===== src/rtl/ifetch_queue.sv =====
// Instruction prefetch queue between fetch and decode.
// Circular buffer of {pc, instr} entries with valid/ready on both sides,
// synchronous flush for redirects, and register-field pre-decode of the
// two oldest entries so hazard logic sees them one stage early.
module ifetch_queue #(
    parameter int unsigned DEPTH = 4,
    parameter int unsigned PTR_W = 2
) (
    input  logic             clk,
    input  logic             rst,
    input  logic             flush,
    input  logic             wr_valid,
    output logic             wr_ready,
    input  logic [31:0]      wr_pc,
    input  logic [31:0]      wr_instr,
    output logic             rd_valid,
    input  logic             rd_ready,
    output logic [31:0]      rd_pc,
    output logic [31:0]      rd_instr,
    output logic [4:0]       rs_next,
    output logic             rs_next_vld,
    output logic [4:0]       rt_next,
    output logic             rt_next_vld,
    output logic [4:0]       rd1,
    output logic             rd1_vld,
    output logic [4:0]       rd2,
    output logic             rd2_vld,
    output logic [PTR_W:0]   count
);

    localparam int unsigned CNT_W = PTR_W + 1;
    localparam logic [CNT_W-1:0] FULL_CNT = CNT_W'(DEPTH);
    localparam logic [CNT_W-1:0] TWO_CNT  = CNT_W'(2);

    logic [31:0]      pc_mem    [DEPTH];
    logic [31:0]      instr_mem [DEPTH];
    logic [PTR_W-1:0] wr_ptr;
    logic [PTR_W-1:0] rd_ptr;
    logic [PTR_W-1:0] rd_ptr_second;
    logic [CNT_W-1:0] cnt;
    logic             push;
    logic             pop;
    logic             has_two;

    // Source-register pre-decode: returns {rs_vld, rs, rt_vld, rt}.
    // R-type reads rs and rt, immediate class reads rs only, jump/branch
    // class (opcodes 1..7) reads nothing. Unused fields read as zero.
    function automatic logic [11:0] src_fields(
        input logic [5:0] op,
        input logic [4:0] rs_f,
        input logic [4:0] rt_f,
        input logic       present
    );
        logic [11:0] r;
        r = '0;
        if (present) begin
            if (op == 6'd0) begin
                r = {1'b1, rs_f, 1'b1, rt_f};
            end else if (op[5:3] != 3'd0) begin
                r = {1'b1, rs_f, 1'b0, 5'd0};
            end
        end
        return r;
    endfunction

    // Destination pre-decode: returns {vld, reg}. r0 is still reported
    // valid; masking it is left to the hazard logic.
    function automatic logic [5:0] dst_field(
        input logic [5:0] op,
        input logic [4:0] rt_f,
        input logic [4:0] rd_f,
        input logic       present
    );
        logic [5:0] r;
        r = '0;
        if (present) begin
            if (op == 6'd0) begin
                r = {1'b1, rd_f};
            end else if (op[5:3] != 3'd0) begin
                r = {1'b1, rt_f};
            end
        end
        return r;
    endfunction

    // Handshake status depends only on the registered occupancy.
    assign wr_ready = (cnt != FULL_CNT);
    assign rd_valid = (cnt != '0);
    assign count    = cnt;
    assign push     = wr_valid && wr_ready;
    assign pop      = rd_valid && rd_ready;
    assign has_two  = (cnt >= TWO_CNT);

    assign rd_ptr_second = rd_ptr + PTR_W'(1);

    // Entry storage; not reset, contents are qualified by the occupancy.
    always_ff @(posedge clk) begin
        if (push && !flush) begin
            pc_mem[wr_ptr]    <= wr_pc;
            instr_mem[wr_ptr] <= wr_instr;
        end
    end

    // Pointers and occupancy; flush wins over any push or pop that cycle.
    always_ff @(posedge clk or posedge rst) begin
        if (rst) begin
            wr_ptr <= '0;
            rd_ptr <= '0;
            cnt    <= '0;
        end else if (flush) begin
            wr_ptr <= '0;
            rd_ptr <= '0;
            cnt    <= '0;
        end else begin
            if (push) begin
                wr_ptr <= wr_ptr + PTR_W'(1);
            end
            if (pop) begin
                rd_ptr <= rd_ptr + PTR_W'(1);
            end
            case ({push, pop})
                2'b10:   cnt <= cnt + CNT_W'(1);
                2'b01:   cnt <= cnt - CNT_W'(1);
                default: cnt <= cnt;
            endcase
        end
    end

    // Head entry view, forced to zero while the queue is empty.
    assign rd_pc    = rd_valid ? pc_mem[rd_ptr]    : 32'd0;
    assign rd_instr = rd_valid ? instr_mem[rd_ptr] : 32'd0;

    // Head pre-decode: sources and destination.
    assign {rs_next_vld, rs_next, rt_next_vld, rt_next} =
        src_fields(instr_mem[rd_ptr][31:26], instr_mem[rd_ptr][25:21],
                   instr_mem[rd_ptr][20:16], rd_valid);

    assign {rd1_vld, rd1} =
        dst_field(instr_mem[rd_ptr][31:26], instr_mem[rd_ptr][20:16],
                  instr_mem[rd_ptr][15:11], rd_valid);

    // Second-oldest entry destination, only when two entries are held.
    assign {rd2_vld, rd2} =
        dst_field(instr_mem[rd_ptr_second][31:26], instr_mem[rd_ptr_second][20:16],
                  instr_mem[rd_ptr_second][15:11], has_two);

endmodule


===== config.mk =====
export PLATFORM = sky130hd
export DESIGN_NAME = ifetch_queue
export DESIGN_NICKNAME = d
export VERILOG_FILES = /design/src/rtl/ifetch_queue.sv
export SDC_FILE = /design/constraint.sdc
export NUM_CORES = 1
export LEC_CHECK = 0
export CAP_MARGIN = 20
export CORE_MARGIN = 5
export CORE_UTILIZATION = 39
export CTS_CLUSTER_SIZE = 8
export DETAILED_ROUTE_END_ITERATION = 16
export DONT_BUFFER_PORTS = 1
export GPL_ROUTABILITY_DRIVEN = 0
export PLACE_DENSITY = 0.62
export SKIP_CTS_REPAIR_TIMING = 1
export SYNTH_ARGS = -nofsm -noshare
export SYNTH_HDL_FRONTEND = slang
export SYNTH_SLANG_ARGS = --single-unit
export TNS_END_PERCENT = 10

===== constraint.sdc =====
create_clock -name clk -period 8.8 [get_ports clk]
set_clock_uncertainty 0.2 [all_clocks]
set_input_delay 1.76 -clock clk [delete_from_list [all_inputs] [get_ports clk]]
set_output_delay 1.76 -clock clk [all_outputs]
set_load 0.02 [all_outputs]

==> impl_metrics.env, run 1 <==
export IMPL_fp_dieH_um=176
export IMPL_synthesis_area_um2=10800
export IMPL_initial_core_util_pct=39.8
export IMPL_power_density_nw_per_um2=322
export IMPL_clkLatencyLatePin_ps=490
export IMPL_syn2layout_area_growth_pct=12.2
export IMPL_wl_um=22400
export IMPL_dieArea_um2=31100
export IMPL_setup_violations=0
export IMPL_synthArstFlopShare_pct=2.66
export IMPL_grt_pass1_vias=5568
export IMPL_ios=162
export IMPL_rsz0062_at_grt="false"
export IMPL_hold_viol=0
export IMPL_route_met3_wl_um=2360
export IMPL_cts_tree="done"
export IMPL_arrival_ps=3930
export IMPL_cts_buffers=38
export IMPL_crit_path_start_kind="register"
export IMPL_relSlewSlack_pct=26.3
export IMPL_utilization_pct=44.6
export IMPL_worst_hold_slack_ps=374
export IMPL_dpl_cell_area_um2=11100
export IMPL_p_total_mw=3.90
export IMPL_crit_fanout=67
export IMPL_grt_pass1_wl_um=33800
export IMPL_fin_setup_tns_ps=0
export IMPL_avgViaCountPerCell=5.49
export IMPL_final_cell_area_um2=12100
export IMPL_crit_required_ps=6840
export IMPL_synth_avg_cell_area_um2=19.3
export IMPL_cpPeakStageDelay_ps=790
export IMPL_wl_met1_um=8250
export IMPL_fin_nets=643
export IMPL_status="finished, final reports clean"
export IMPL_dp_hpwl_um=13300
export IMPL_grt_max_degree=68
export IMPL_wire_per_inst_um=23.6
export IMPL_clkTransAtPathRegs_ps=50
export IMPL_antenna_found_initial=0
export IMPL_post_route_period_util_pct=67.0
export IMPL_drive_gt1_share_pct=21.0
export IMPL_syn_inst=559
export IMPL_ir_worst_vdd_v=0.000206
export IMPL_ys_seq_area_share_pct=73.0
export IMPL_fp_row_count=60
export IMPL_crit_chain="buf_4 -> mux4_2 -> nor3_2 -> nand3_1 -> nor2_1"
export IMPL_path_class="register to output port"
export IMPL_hold_path_class="register to register"
export IMPL_cts_sinks=263
export IMPL_port_buffers=0
export IMPL_drt_iter0_markers=334
export IMPL_cap_viol_max_count=0
export IMPL_ys_flop_type="edfxtp_1"
export IMPL_worst_pin_slew_ps=1100
export IMPL_cp_num_buf_inv=1
export IMPL_p_leak_nw=3.79
export IMPL_ys_seq_elements=263
export IMPL_top_layer="met4"
export IMPL_die_w_um=176
export IMPL_yosysUniqueCellTypes=39
export IMPL_wl_met2_um=11300
export IMPL_first_pass_iters=4
export IMPL_core_area_um2=27100
export IMPL_antennaDiodeCount=0
export IMPL_num_vias=5202
export IMPL_cpMaxStageDelayCell="buf_4"
export IMPL_synth_nets=633
export IMPL_post_route_drc_count=0
export IMPL_track_usage_pct=14.3
export IMPL_min_period_ps=5890
export IMPL_fmax_mhz=170
export IMPL_finalMaxSlewViolations=0
export IMPL_cp_end_kind="output port"
export IMPL_grt_ovfl_total=0
export IMPL_yosys_warnings=0
export IMPL_root_buffer="clkbuf_16"
export IMPL_cts_buffer_depth=3
export IMPL_synth_enable_flop_cells=256
export IMPL_htreeDepth=2
export IMPL_crit_family="simple AND/OR/NAND/NOR gates"
export IMPL_ant_nets=0
## cells in the mapped netlist, types with 3 or more instances
library cell	instances	area share [%]
a211oi_1	15	1.0
a21oi_1	8	0.37
a41o_1	5	0.46
and2_1	58	3.4
buf_2	6	0.28
buf_4	14	0.98
clkbuf_1	9	0.31
dfrtp_1	7	1.6
edfxtp_1	256	71
ha_1	4	0.46
inv_1	8	0.28
mux2i_1	13	1.2
mux4_2	63	13
nand2_1	18	0.63
nand4_1	5	0.29
nor2_1	19	0.66
nor2b_1	12	0.70
nor3_1	3	0.14
nor4_1	4	0.23
nor4b_1	3	0.24
or3_1	3	0.17
xnor2_1	3	0.24
## tightest hold or removal path: stages (launching register included)
cell and delay [ps]:
dfrtp_1 400, nand2_1 70, a21oi_1 60
## logic make-up after synthesis
| logic type | after synthesis | synth area share [%] |
|---|---|---|
| AOI/OAI and AO/OA | 34 | 2.33 |
| xor gates and xnor gates | 3 | 0.244 |
| adders and majority gates | 5 | 0.650 |
| buffers and inverters | 43 | 2.19 |
| DFF | 263 | 73.0 |
| muxes | 78 | 14.6 |
| and+or+nand+nor | 133 | 7.04 |
## per-layer routing
metal	global-route usage, %	up-vias
li1	-	2248
met1	16.7	2699
met2	24.3	210
met3	5.91	45
met4	4.32	0
met5	0	-
## power by group
part	internal, mW	switching (mW)
combinational	0.349	0.744
sequential	1.46	0.0888
clock	0.784	0.469
total	2.60	1.30
## flip-flops by register name, summed over array words and instances (netlist names)
name and cells:
count 3, instr_mem 128, pc_mem 128, rd_ptr 2, wr_ptr 2
## through the flow
step / worst slack, ps / instances
after floorplan: 4540 / 559
after global placement: 3390 / 901
after detailed placement: 3310 / 901
after CTS: 2790 / 948
after global routing: 2580 / 948
final: 2910 / 948
## path summary, 6_finish.rpt
check	start	endpoint	slack (ps)	depth (start not counted)
worst max-delay path	rd_ptr[1]	rt_next[0]	2910	5
worst min-delay path	wr_ptr[1]	wr_ptr[1]	370	2
worst max register to register	count[0]	pc_mem[1][10]	5880	4
worst min register to register	wr_ptr[1]	wr_ptr[1]	370	2
max in group asynchronous	rst	rd_ptr[0]	7200	1
min in group asynchronous	rst	count[2]	910	1
## final cells by class
class	count	area (um2)
repair buffers	3	22.5
inverters	10	37.5
clock buffers	46	1000
clock inverters	1	8.76
multi-input cells	253	2690
fillers	2323	15000
flip-flops and latches	263	7870
well taps	372	465
## layout by cell type (no fill, tap or decap), types with 4 or more instances in the layout
cell type	instances
nor2_1	19
clkbuf_16	39
mux4_2	63
edfxtp_1	256
and2_1	54
clkbuf_1	7
a41o_1	5
nor2b_1	12
a211oi_1	15
nand4_1	5
nor4_1	4
nand2_1	18
dfrtp_1	5
ha_1	4
mux2i_1	13
a21oi_1	8
inv_1	8
and2_4	4
(Power assumes the default switching activity.)
==> run 2, diff against run 1 <==
- PLACE_DENSITY: 0.62 -> 0.64
- clock period: 8.8 -> 4.8 ns (I/O delays scaled with it)
==> run 2 against run 1 <==
- critical path depth fell by 1
- critical path type unchanged
- register-to-register slack got worse by 4000 ps
- first-iteration DRC count rose by 14%
- via count fell by 2.1%
- clock power rose by 83%
- hold slack got worse by 270 ps
- non-clock buffer count rose by 8
==> impl_metrics.env, run 2 (same netlist as run 1, synthesis figures left out) <==
export IMPL_r2r_end="pc_mem[0][18]"
export IMPL_post_route_period_util_pct=91.1
export IMPL_first_pass_iters=5
export IMPL_r2r_setup_slack_ps=1890
export IMPL_wl_um=22400
export IMPL_grt_ovfl_total=0
export IMPL_grt_pass1_vias=5585
export IMPL_die_w_um=176
export IMPL_status="finished, final reports clean"
export IMPL_wire_per_inst_um=23.4
export IMPL_crit_fanout=42
export IMPL_avgViaCountPerCell=5.32
export IMPL_crit_path_start_kind="register"
export IMPL_p_leak_nw=3.84
export IMPL_fin_setup_tns_ps=0
export IMPL_initial_core_util_pct=39.8
export IMPL_power_density_nw_per_um2=591
export IMPL_cp_end_kind="output port"
export IMPL_ios=162
export IMPL_grt_pass1_wl_um=33900
export IMPL_cts_buffer_depth=3
export IMPL_rsz0062_at_grt="false"
export IMPL_finalMaxSlewViolations=0
export IMPL_core_area_um2=27100
export IMPL_relSlewSlack_pct=29.6
export IMPL_fin_cells=957
export IMPL_reg2reg_from="count[0]"
export IMPL_post_route_drc_count=0
export IMPL_dp_hpwl_um=13500
export IMPL_grt_max_degree=65
export IMPL_root_buffer="clkbuf_16"
export IMPL_hold_viol=0
export IMPL_nFillCells=2285
export IMPL_fp_row_count=60
export IMPL_cts_buffers=38
export IMPL_cts_tree="done"
export IMPL_crit_chain="mux4_2 -> nor2_2 -> a21boi_2 -> nor2_1"
export IMPL_layout_common_cells="edfxtp_1, mux4_2, and2_1, clkbuf_16, nor2_1"
export IMPL_hold_path_class="input pin to async pin"
export IMPL_track_usage_pct=14.3
export IMPL_worst_pin_slew_ps=1060
export IMPL_cap_viol_max_count=0
export IMPL_ant_nets=0
export IMPL_endpoint="rs_next_vld"
export IMPL_syn2layout_area_growth_pct=12.8
export IMPL_seq_area_um2=7870
export IMPL_drt_iter0_markers=380
export IMPL_antenna_found_initial=0
export IMPL_clkTransAtPathRegs_ps=50
export IMPL_fp_dieH_um=176
export IMPL_port_buffers=0
export IMPL_fin_nets=651
export IMPL_ir_worst_vdd_v=0.000300
export IMPL_cpPeakStageDelay_ps=940
export IMPL_cts_sinks=263
export IMPL_startpoint="rd_ptr[0]"
export IMPL_htreeDepth=2
export IMPL_r2r_cells=4
export IMPL_fmax_mhz=229
export IMPL_drive_gt1_share_pct=22.1
export IMPL_antennaDiodeCount=0
export IMPL_setup_violations=0
export IMPL_placed_cells=909
export IMPL_arrival_ps=3210
export IMPL_dieArea_um2=31100
export IMPL_crit_required_ps=3640
export IMPL_cpMaxStageDelayCell="dfrtp_4"
export IMPL_min_period_ps=4370
export IMPL_path_class="register to output port"
export IMPL_clkLatencyLatePin_ps=480
export IMPL_multi_input_area_um2=2690
export IMPL_num_vias=5095
export IMPL_final_common_cell="edfxtp_1"
[run 2: area by class of cell]
class	instances	area share (%)
Sequential cell	263	64.7
Clock buffer	47	8.27
Clock inverter	1	0.0720
Timing Repair Buffer	11	0.679
Tap cell	372	3.83
Multi-Input combinational cell	253	22.1
Inverter	10	0.309
[run 2: where the power goes]
| part | internal (mW) | switching, mW |
|---|---|---|
| clock | 1.44 | 0.852 |
| sequential | 2.68 | 0.172 |
| combinational | 0.683 | 1.35 |
| total | 4.81 | 2.38 |
[run 2: worst min-delay path by stage]
stage	startpoint	to	slack (ps)	cells after the start
floorplan	wr_ptr[1]	wr_ptr[1]	340	2
global placement	wr_ptr[1]	wr_ptr[1]	350	2
detailed placement	wr_ptr[1]	wr_ptr[1]	390	2
CTS	rst	wr_ptr[1]	90	1
global route	rst	wr_ptr[1]	100	1
finish	rst	wr_ptr[1]	110	1
[run 2: routing by layer]
| layer | wire (um) | track usage [%] |
|---|---|---|
| met4 | 427 | 4.06 |
| met5 | 0 | 0 |
| met3 | 2110 | 5.91 |
| met2 | 11400 | 24.7 |
| met1 | 8460 | 16.5 |
[run 2: worst max-delay path, delay by kind of cell (launching register included)]
family           cells  cell delay, ps
multiplexers         1             620
AND/OR/NAND/NOR      2             930
AO/OA/AOI/OAI        1             220
flip-flops           1             940
[run 2: per-stage QoR]
stage               setup WS [ps]  instance area (um2)  utilization, %  hold slack [ps]  power [mW]
floorplan                    1340                10800               -              343        4.56
global placement              887                11100            41.1              348        4.95
detailed placement            871                11100            41.1              386        4.99
global route                  169                12200            44.9             98.0        7.56
CTS                           342                12200            44.9             88.8        7.31
finish                        429                12200            44.9              107        7.18
